[config.mk]
export PLATFORM = sky130hd
export DESIGN_NAME = pipe_stage_hs_flat
export DESIGN_NICKNAME = d
export VERILOG_FILES = /design/src/rtl/pipe_stage_hs_if.sv /design/src/rtl/pipe_stage_hs.sv /design/src/flat_wrapper.sv
export SDC_FILE = /design/constraint.sdc
export NUM_CORES = 1
export LEC_CHECK = 0
export CORE_UTILIZATION = 35
export CTS_CLUSTER_SIZE = 8
export DETAILED_ROUTE_END_ITERATION = 8
export HOLD_SLACK_MARGIN = 0.06
export PLACE_DENSITY = 0.61
export SYNTH_ARGS = -nofsm -noshare
export SYNTH_HDL_FRONTEND = slang
export SYNTH_SLANG_ARGS = --single-unit
[constraint.sdc]
create_clock -name clk -period 20.4 [get_ports clk]
set_clock_uncertainty 0.15 [all_clocks]
set_input_delay 2.04 -clock clk [delete_from_list [all_inputs] [get_ports clk]]
set_output_delay 2.04 -clock clk [all_outputs]
set_load 0.02 [all_outputs]
[src/rtl/pipe_stage_hs_if.sv]
// rtl/pipe_stage_hs_if.sv - upstream/downstream handshake bundle for pipe_stage_hs
interface pipe_stage_hs_if #(
    parameter int WIDTH = 32,
    parameter int LANES = 4
);
    logic [LANES*WIDTH-1:0] in_data;
    logic                   in_valid;
    logic                   in_ready;
    logic [LANES*WIDTH-1:0] out_data;
    logic                   out_valid;
    logic                   out_ready;
    logic [1:0]             count;

    modport master (
        output in_data, in_valid, out_ready,
        input  in_ready, out_data, out_valid, count
    );

    modport slave (
        input  in_data, in_valid, out_ready,
        output in_ready, out_data, out_valid, count
    );
endinterface

[src/rtl/pipe_stage_hs.sv]
// rtl/pipe_stage_hs.sv - multi-lane pipeline stage register with valid/ready, flush and optional skid entry
module pipe_stage_hs #(
    parameter int          WIDTH     = 32,
    parameter int          LANES     = 4,
    parameter int          SKID      = 1,
    parameter logic [31:0] NOP_VALUE = 32'h0
) (
    input  logic clk,
    input  logic clr,
    input  logic flush,
    pipe_stage_hs_if.slave bus
);
    localparam int               DW       = WIDTH * LANES;
    localparam logic [WIDTH-1:0] NOP_LANE = WIDTH'(NOP_VALUE);

    // Encoding doubles as the occupancy count driven on the count port.
    typedef enum logic [1:0] {
        S_EMPTY = 2'd0,
        S_ONE   = 2'd1,
        S_FULL  = 2'd2
    } occ_t;

    occ_t          state_q, state_d;
    logic [DW-1:0] main_q, skid_q;
    logic          in_ready_q;
    logic          ready, accept, emit;
    logic          load_main, load_skid, promote;

    assign ready  = (SKID != 0) ? in_ready_q : ((state_q == S_EMPTY) || bus.out_ready);
    assign accept = bus.in_valid && ready;
    assign emit   = (state_q != S_EMPTY) && bus.out_ready;

    always_comb begin
        state_d   = state_q;
        load_main = 1'b0;
        load_skid = 1'b0;
        promote   = 1'b0;
        case (state_q)
            S_EMPTY: begin
                if (accept) begin
                    load_main = 1'b1;
                    state_d   = S_ONE;
                end
            end
            S_ONE: begin
                if (accept && emit) begin
                    load_main = 1'b1;
                end else if (emit) begin
                    state_d = S_EMPTY;
                end else if (accept) begin
                    load_skid = 1'b1;
                    state_d   = S_FULL;
                end
            end
            S_FULL: begin
                if (emit) begin
                    promote = 1'b1;
                    state_d = S_ONE;
                end
            end
            default: state_d = S_EMPTY;
        endcase
        // Flush drops everything, including an accept offered this cycle.
        if (flush) begin
            state_d   = S_EMPTY;
            load_main = 1'b0;
            load_skid = 1'b0;
            promote   = 1'b0;
        end
    end

    always_ff @(posedge clk) begin
        if (clr) begin
            state_q    <= S_EMPTY;
            in_ready_q <= 1'b1;
        end else begin
            state_q    <= state_d;
            in_ready_q <= (state_d != S_FULL);
        end
    end

    // Payload registers need no reset: out_data is masked to NOP while empty.
    always_ff @(posedge clk) begin
        if (!clr) begin
            if (load_main) begin
                main_q <= bus.in_data;
            end else if (promote) begin
                main_q <= skid_q;
            end
            if (load_skid) begin
                skid_q <= bus.in_data;
            end
        end
    end

    assign bus.in_ready  = ready;
    assign bus.out_valid = (state_q != S_EMPTY);
    assign bus.out_data  = (state_q != S_EMPTY) ? main_q : {LANES{NOP_LANE}};
    assign bus.count     = state_q;
endmodule

[src/flat_wrapper.sv]
// flat-port wrapper written by rule: the top's interface ports become plain ports
module pipe_stage_hs_flat 
#(
    parameter int          WIDTH     = 32,
    parameter int          LANES     = 4,
    parameter int          SKID      = 1,
    parameter logic [31:0] NOP_VALUE = 32'h0
)
  (clk, clr, flush, bus_in_data, bus_in_valid, bus_out_ready, bus_in_ready, bus_out_data, bus_out_valid, bus_count);
  pipe_stage_hs_if #(.WIDTH(WIDTH), .LANES(LANES)) bus_i ();
  input  logic clk;
  input  logic clr;
  input  logic flush;
  input wire logic [$bits(bus_i.in_data)-1:0] bus_in_data;
  input wire logic [$bits(bus_i.in_valid)-1:0] bus_in_valid;
  input wire logic [$bits(bus_i.out_ready)-1:0] bus_out_ready;
  output wire logic [$bits(bus_i.in_ready)-1:0] bus_in_ready;
  output wire logic [$bits(bus_i.out_data)-1:0] bus_out_data;
  output wire logic [$bits(bus_i.out_valid)-1:0] bus_out_valid;
  output wire logic [$bits(bus_i.count)-1:0] bus_count;
  assign bus_i.in_data = bus_in_data;
  assign bus_i.in_valid = bus_in_valid;
  assign bus_i.out_ready = bus_out_ready;
  assign bus_in_ready = bus_i.in_ready;
  assign bus_out_data = bus_i.out_data;
  assign bus_out_valid = bus_i.out_valid;
  assign bus_count = bus_i.count;
  pipe_stage_hs #(.WIDTH(WIDTH), .LANES(LANES), .SKID(SKID), .NOP_VALUE(NOP_VALUE)) u_core (.clk(clk), .clr(clr), .flush(flush), .bus(bus_i));
endmodule
---- Word level (Yosys, flattened, before mapping) ----
Index checks and enable logic that the tools add are counted.
cells by class
  $add $sub $neg .......................... 0
  multipliers ............................. 0
  div/mod/pow operators ................... 0
  order comparisons ....................... 0
  eq/ne operators ......................... 3
  shift operators ......................... 0
  muxes and demuxes ....................... 21
  bitwise operators ....................... 1
  reductions and logical operators ........ 8
operators with widths
  cell                                            number
  2-to-1 mux 128 bit                              3
  2-to-1 mux 2 bit                                6
  2-to-1 mux 1 bit                                10
  case mux 2 bit (3 select lines)                 1
  AND reduction 2 bit                             2
  nonzero test 2 bit                              2
  logical AND 1 bit                               3
  == test 2 x 1 -> 1 bit (second input constant)  1
  == test 2 bit (second input constant)           1
  zero test 2 bit                                 1
  inequality test 2 bit (second input constant)   1
  case mux 1 bit (2 select lines)                 1
  inverter 1 bit                                  1
storage, ports and cells
  flip-flop bits (word level) ............. 259
  bits in latches ......................... 0
  bits in writable memories ............... 0
  ROM bits ................................ 0
  input bits .............................. 133
  output and inout port bits .............. 132
  logic and storage cells ................. 37
  memories ................................ 0

---- Longest topological paths before layout ----
  depth after elaboration ................. 8
  gate-level depth with buffers ........... 5

---- Worst setup path after synthesis ----
Ideal clock, no wire load.
  path type ............................... in2reg
  start point ............................. input clr
  end point ............................... register u_core.skid_q[0] (enable)
  library setup time ...................... 943 ps
  arrival ................................. 14450 ps
  data required time ...................... 19307 ps
  path slack .............................. 4856 ps
  stages on the path ...................... 1
  path buffers ............................ 0
  cells stage by stage .................... nor4_1
between the ends
  word-level cells in the longest chain between the ends .. 2
RTL lines
  item                           line                 text
  start, declared                flat_wrapper.sv:12   input logic clr;
  inverter 1 bit (no line)       --
  AND reduction 2 bit (no line)  --
  end signal, assigned           pipe_stage_hs.sv:91  skid_q <= bus.in_data;
  end, declared                  pipe_stage_hs.sv:24  logic [DW-1:0] main_q, skid_q;
Every way passes these cells.
A chain may end at the register's enable or synchronous reset.

---- Final worst setup path ----
  start point ............................. register u_core.state_q[0] (netlist: u_core.bus.count[0])
  end point ............................... output bus_out_data[89]
between the ends
  word-level cells in the longest chain between the ends .. 2
RTL lines
  item                    line                 text
  start, declared         pipe_stage_hs.sv:23  occ_t state_q, state_d;
  start signal, assigned  pipe_stage_hs.sv:77  state_q <= state_d;
  nonzero test 2 bit      pipe_stage_hs.sv:98  assign bus.out_data = (state_q != S_EMPTY) ? main_q : {LANES{NOP_LANE}};
  2-to-1 mux 128 bit      pipe_stage_hs.sv:98
  end, declared           flat_wrapper.sv:18   output wire logic [$bits(bus_i.out_data)-1:0] bus_out_data;
Every way passes these cells.

==> impl_metrics.py <==
metrics = {
    "run_status": {
        "status": "completed",
    },
    "clocking": {
        "clock-root-buffer": "clkbuf_16",
        "cts_resized": 0,
        "cts_sinks": 259,
        "path_clk_slew_ns": 0.05,
        "cts_buffer_depth": 3,
        "clock_latency_ns": 0.50,
        "cts_made_buffers": 38,
        "cts_tree": "yes",
        "htreeDepth": 2,
        "post_cts_buffers": 0,
        "ctsHoldBuffers": 0,
    },
    "synth": {
        "synth_commonest_cells": "256 x edfxtp_1, 128 x and2_1, 100 x mux2_4",
        "yosysTopAreaCellShare_pct": 71.1,
        "synth_edf_count": 256,
        "synth_cells": 560,
        "ys_seq_area_share_pct": 71.6,
        "synth_nets": 693,
        "synth_ff_type": "edfxtp_1",
        "syn-cell-area_mm2": 0.0108,
        "synth_most_common_cell": "edfxtp_1",
        "synthTopCellsByArea": "edfxtp_1 71%, mux2_4 14%, and2_1 7.4%, buf_12 2.0%, mux2_2 1.7%",
        "async_flop_share_pct": 0,
        "synth_warnings": 0,
        "avgSynthCellArea_um2": 19.3,
        "synth_cell_types": 24,
        "synth_top_cell_by_area": "edfxtp_1",
        "synth-seq-cells": 259,
    },
    "sta": {
        "slew_headroom_pct": 23.5,
        "report.final.slew_viol_count": 0,
        "finalSetupViolations": 0,
        "fin_crit_ns": 5.17,
        "final_hold_viol_count": 0,
        "tns_ns": 0,
        "max_clock_freq_mhz": 194,
        "tightest_slew_ns": 1.15,
        "rsz0062_at_grt": "no",
        "period_share_pct": 25.3,
    },
    "grt": {
        "grt_pass1_wl_mm": 32.8,
        "grt.total_usage_pct": 13.6,
        "first_global_vias": 5749,
        "grt-ovfl-total": 0,
        "grt_max_degree": 129,
        "antenna_found_initial": 0,
    },
    "critical_path": {
        "max_stage_delay_ns": 0.62,
        "worst_setup_path_end_kind": "output pin",
        "r2r_end": "u_core.main_q[51]$_DFFE_PP_",
        "cp.arrival_ns": 2.98,
        "crit-reg2reg-launch": "u_core.bus.count[0]$_SDFF_PP0_",
        "crit_family": "buffers and inverters",
        "path_buf_inv": 2,
        "r2r_slack_ns": 16.35,
        "worstPathCellList": "or2_4, buf_4, and2_1, clkdlybuf4s50_1",
        "crit_slowest_cell": "clkdlybuf4s50_1",
        "worstPathMaxFanout": 69,
        "path_class": "flop to output pin",
        "cp.required_ns": 18.21,
        "reg2reg_depth": 6,
        "start_kind": "flop",
    },
    "floorplanning": {
        "dieWidth_um": 178,
        "dieArea_mm2": 0.0316,
        "core_area_mm2": 0.0300,
        "die_h_um": 178,
        "row_count": 63,
        "initial_utilization_pct": 36.0,
        "io_pins": 265,
    },
    "hold_path": {
        "hold_start": "u_core.skid_q[118]$_DFFE_PP_",
        "min_to": "u_core.main_q[118]$_DFFE_PP_",
        "hold_depth": 1,
        "hold_path.class": "flop to flop",
    },
    "detailed_routing": {
        "via_count": 5563,
        "post_drt_wl_per_cell_um": 17.7,
        "drt_iter0_drc": 223,
        "antenna_violating_nets_post_route": 0,
        "wl_mm": 21.9,
        "viasPerCell": 4.48,
        "first_pass_iters": 4,
        "drcViolationCount": 0,
    },
    "cells_and_area": {
        "drive_above_1_share_pct": 20.1,
        "nets": 975,
        "area_growth_pct": 36.6,
        "antenna-diode-count": 0,
        "fin_cells": 1241,
        "final_area_mm2": 0.0148,
        "final_util_pct": 49.2,
    },
    "power_and_ir_drop": {
        "p_total_mw": 1.29,
        "p_leak_nw": 5.15,
        "irDropWorstVdd_mv": 0.0505,
        "powerDensity_mw_per_mm2": 87.0,
    },
    "place": {
        "gp_congestion": 0.748,
        "port_buffers": 264,
        "dp_cells": 1192,
        "postPlaceCellArea_mm2": 0.0137,
        "place_hpwl_mm": 13.6,
    },
    "run": {
        "maxCapViolCount": 0,
    },
}
cells in the final DEF, fill, tap and decap left out:
cell             count
or3_1                1
o21ai_0              1
clkbuf_16           41
nor4_2               1
nor3b_4              1
o32ai_1              1
nor2b_1              1
nor4_1               1
or4_2                1
buf_12               1
nand3b_4             1
clkinv_2             1
or2_2                1
or2_4                1
and3b_1              1
nand2_1              1
mux2_2              16
mux2_1              13
nand2b_1             1
mux2_4             100
and2_1             128
a211oi_4             1
clkdlybuf4s50_1    264
a21oi_1              1
dfxtp_1              3
buf_4                5
edfxtp_1           256
clkbuf_1             7
cell type report:
type	count	area, um2
tap	390	488
sequential	259	7750
clock inverter	1	5.00
clock buffer	48	1050
timing repair buffer	270	2700
multi-input combinational	273	2780
fill	2544	15300
how the worst max path moves through the flow:
| stage | startpoint | endpoint | slack, ns | cells past startpoint |
|---|---|---|---|---|
| 6_report | u_core.bus.count[0]$_SDFF_PP0_ | bus_out_data[89] | 15.23 | 4 |
| 5_1_grt | u_core.bus.count[0]$_SDFF_PP0_ | bus_out_data[37] | 14.96 | 4 |
| 4_1_cts | u_core.bus.count[0]$_SDFF_PP0_ | bus_out_data[125] | 15.11 | 4 |
| 3_5_place_dp | bus_in_valid | u_core.main_q[50]$_DFFE_PP_ | 14.92 | 6 |
| 3_3_place_gp | bus_in_valid | u_core.main_q[50]$_DFFE_PP_ | 14.96 | 6 |
| 2_1_floorplan | clr | u_core.skid_q[0]$_DFFE_PP_ | 4.86 | 1 |
registers in the layout, summed over array words and instances, names as in the netlist:
register / cells
u_core.bus.count: 2
u_core.bus.in_ready: 1
u_core.main_q: 128
u_core.skid_q: 128
stage by stage:
step	worst slack [ns]	hold slack [ns]
after detailed placement	14.92	0.365
after global routing	14.96	0.388
final	15.23	0.373
after global placement	14.96	0.357
after CTS	15.11	0.376
after floorplan	4.86	0.351
cell families (layout without fill, tap and decap cells):
family | Yosys count | in the layout | synth area share (%)
flip-flops | 259 | 259 | 71.6
AO/OA/AOI/OAI | 4 | 4 | 0.243
multiplexers | 129 | 129 | 16.9
AND/OR/NAND/NOR | 140 | 140 | 8.36
buffers and inverters | 28 | 319 | 2.87
per-layer routing:
layer	share of wire (%)	track usage, %
met1	45	18.1
met2	45	21.1
met3	7.8	4.41
met4	1.9	4.06
met5	0	0
power breakdown:
part | total, mW | switching [mW] | internal [mW]
registers | 0.601 | 0.00216 | 0.599
logic | 0.124 | 0.0550 | 0.0685
clock network | 0.560 | 0.206 | 0.354
total | 1.29 | 0.263 | 1.02
(Power assumes the default switching activity.)
==> edit, RTL diff (config.mk and constraints unchanged) <==
`LANES` is set to 4 in 3 places; all go to 3.
--- a/src/rtl/pipe_stage_hs_if.sv
+++ b/src/rtl/pipe_stage_hs_if.sv
@@ -2,5 +2,5 @@
 interface pipe_stage_hs_if #(
     parameter int WIDTH = 32,
-    parameter int LANES = 4
+    parameter int LANES = 3
 );
     logic [LANES*WIDTH-1:0] in_data;
--- a/src/rtl/pipe_stage_hs.sv
+++ b/src/rtl/pipe_stage_hs.sv
@@ -2,5 +2,5 @@
 module pipe_stage_hs #(
     parameter int          WIDTH     = 32,
-    parameter int          LANES     = 4,
+    parameter int          LANES     = 3,
     parameter int          SKID      = 1,
     parameter logic [31:0] NOP_VALUE = 32'h0
--- a/src/flat_wrapper.sv
+++ b/src/flat_wrapper.sv
@@ -3,5 +3,5 @@
 #(
     parameter int          WIDTH     = 32,
-    parameter int          LANES     = 4,
+    parameter int          LANES     = 3,
     parameter int          SKID      = 1,
     parameter logic [31:0] NOP_VALUE = 32'h0
Ports: changed (resized bus_in_data and bus_out_data); port bits go from 265 to 201. No check against the original RTL was run, so the function may have changed too.
==> edit against the unedited design <==
- wire length down 29%
- sequential cell count decreased by 64
- power decreased by 34%
- design area down 28%
- sequential share of layout area grew 2.5 points
- synthesized area down 28%
- combinational power is 31% lower
- worst setup slack better by 480 ps
- critical endpoint is now bus_out_data[50]
==> edit: results (changes against the unedited design) <==
{
  "run_status": {"value": "complete, no violations", "change": "unchanged"},
  "detail_route.wirelength": {"value": 15.6, "unit": "mm", "change": "was 21.9 mm"},
  "clkTransAtPathRegs": {"value": 70, "unit": "ps", "change": "was 50 ps"},
  "switching_power": {"value": 0.191, "unit": "mW", "change": "was 0.263 mW"},
  "final.fill_count": {"value": 1883, "change": "was 2544"},
  "placed_cell_area": {"value": 0.0101, "unit": "sq mm", "change": "was 0.0137 sq mm"},
  "worst_hold_path.endpoint": {"value": "u_core.main_q[69]", "change": "was u_core.main_q[118]"},
  "placement.io_buffers": {"value": 200, "change": "was 264"},
  "largest_net_degree_at_the_start_of_global_routing": {"value": 99, "change": "was 129"},
  "grt_first_pass_wirelength": {"value": 23.8, "unit": "mm", "change": "was 32.8 mm"},
  "synth-edff-count": {"value": 192, "change": "was 256"},
  "timing.slew.headroom": {"value": 45.1, "unit": "%", "change": "was 23.5%"},
  "grtUsageTotal": {"value": 14.1, "unit": "%", "change": "was 13.6%"},
  "cts_max_level": {"value": 4, "change": "was 2"},
  "drt_iter0_markers": {"value": 188, "change": "was 223"},
  "share_of_layout_cells_above_drive_strength_1": {"value": 15.6, "unit": "%", "change": "was 20.1%"},
  "post_synth_main_area_contributors": {"value": "sky130_fd_sc_hd__edfxtp_1 74%, sky130_fd_sc_hd__mux2_2 8.3%, sky130_fd_sc_hd__and2_1 7.8%", "change": "was sky130_fd_sc_hd__edfxtp_1 71%, sky130_fd_sc_hd__mux2_4 14%, sky130_fd_sc_hd__and2_1 7.4%"},
  "slowest_stage": {"value": "sky130_fd_sc_hd__buf_4", "change": "was sky130_fd_sc_hd__clkdlybuf4s50_1"},
  "finalNetCount": {"value": 731, "change": "was 975"},
  "insertion_delay": {"value": 410, "unit": "ps", "change": "was 500 ps"},
  "hold_sp": {"value": "u_core.skid_q[69]", "change": "was u_core.skid_q[118]"},
  "numCtsBuffers": {"value": 17, "change": "was 38"},
  "placement.setup.worst_slack": {"value": 15360, "unit": "ps", "change": "was 14920 ps"},
  "largest_voltage_drop_on_the_vdd_net": {"value": 49.1, "unit": "uV", "change": "was 50.5 uV"},
  "vias_in_the_first_global_route": {"value": 4389, "change": "was 5749"},
  "clock_path_buffers": {"value": 2, "change": "was 3"},
  "timing.reg2reg.setup_slack": {"value": 16890, "unit": "ps", "change": "was 16350 ps"},
  "synth.distinct_cells": {"value": 23, "change": "was 24"}
}
[edit: worst max-delay path by stage]
stage,endpoint,from,depth (start not counted),slack (ps)
finish,bus_out_data[50],u_core.bus.count[0],4,15710
global route,bus_out_data[23],u_core.bus.count[0],4,15490
CTS,bus_out_data[19],u_core.bus.count[0],4,15620
detailed placement,u_core.main_q[12],bus_out_ready,6,15360
global placement,u_core.main_q[25],bus_out_ready,6,15440
floorplan,u_core.skid_q[0],clr,1,8070
[edit: per-stage QoR]
step                      cells  hold slack [ps]  power [mW]
after floorplan             425              351       0.501
after global placement      891              357       0.545
after detailed placement    891              364       0.547
after CTS                   923              380       0.859
after global routing        923              385       0.880
final                       923              377       0.846
[edit: area by class of cell]
class | count | area [sq um] | area share, %
Timing Repair Buffer | 207 | 2050 | 19.4
Sequential cell | 195 | 5830 | 54.9
Clock buffer | 17 | 425 | 4.01
Clock inverter | 15 | 126 | 1.19
Tap cell | 280 | 350 | 3.30
Multi-Input combinational cell | 209 | 1830 | 17.2
[edit: cell families (layout without fill, tap and decap cells)]
family          Yosys count  after routing
compound gates            4              4
buf+inv                  21            239
flops                   195            195
mux                      97             97
simple gates            108            108
[edit: worst reg2reg max path: cells and delay by family (launching register included)]
family / cells / cell delay [ps]
buffers and inverters: 3 / 1630
and+or+nand+nor: 2 / 730
AOI/OAI and AO/OA: 1 / 220
DFF: 1 / 360
[edit: per-layer routing]
layer	routed length [um]	global-route usage, %	vias to the layer above
li1	-	-	1992
met1	6940	18.2	2143
met2	7420	22.4	136
met3	1090	4.43	12
met4	177	4.40	0
met5	0	0	-
[edit: power groups by stage]
stage / clock (mW) / combinational (mW) / sequential [mW]
finish: 0.309 / 0.0855 / 0.451
global route: 0.336 / 0.0921 / 0.452
CTS: 0.320 / 0.0872 / 0.451
detailed placement: 0 / 0.0866 / 0.460
global placement: 0 / 0.0850 / 0.460
floorplan: 0 / 0.0393 / 0.462
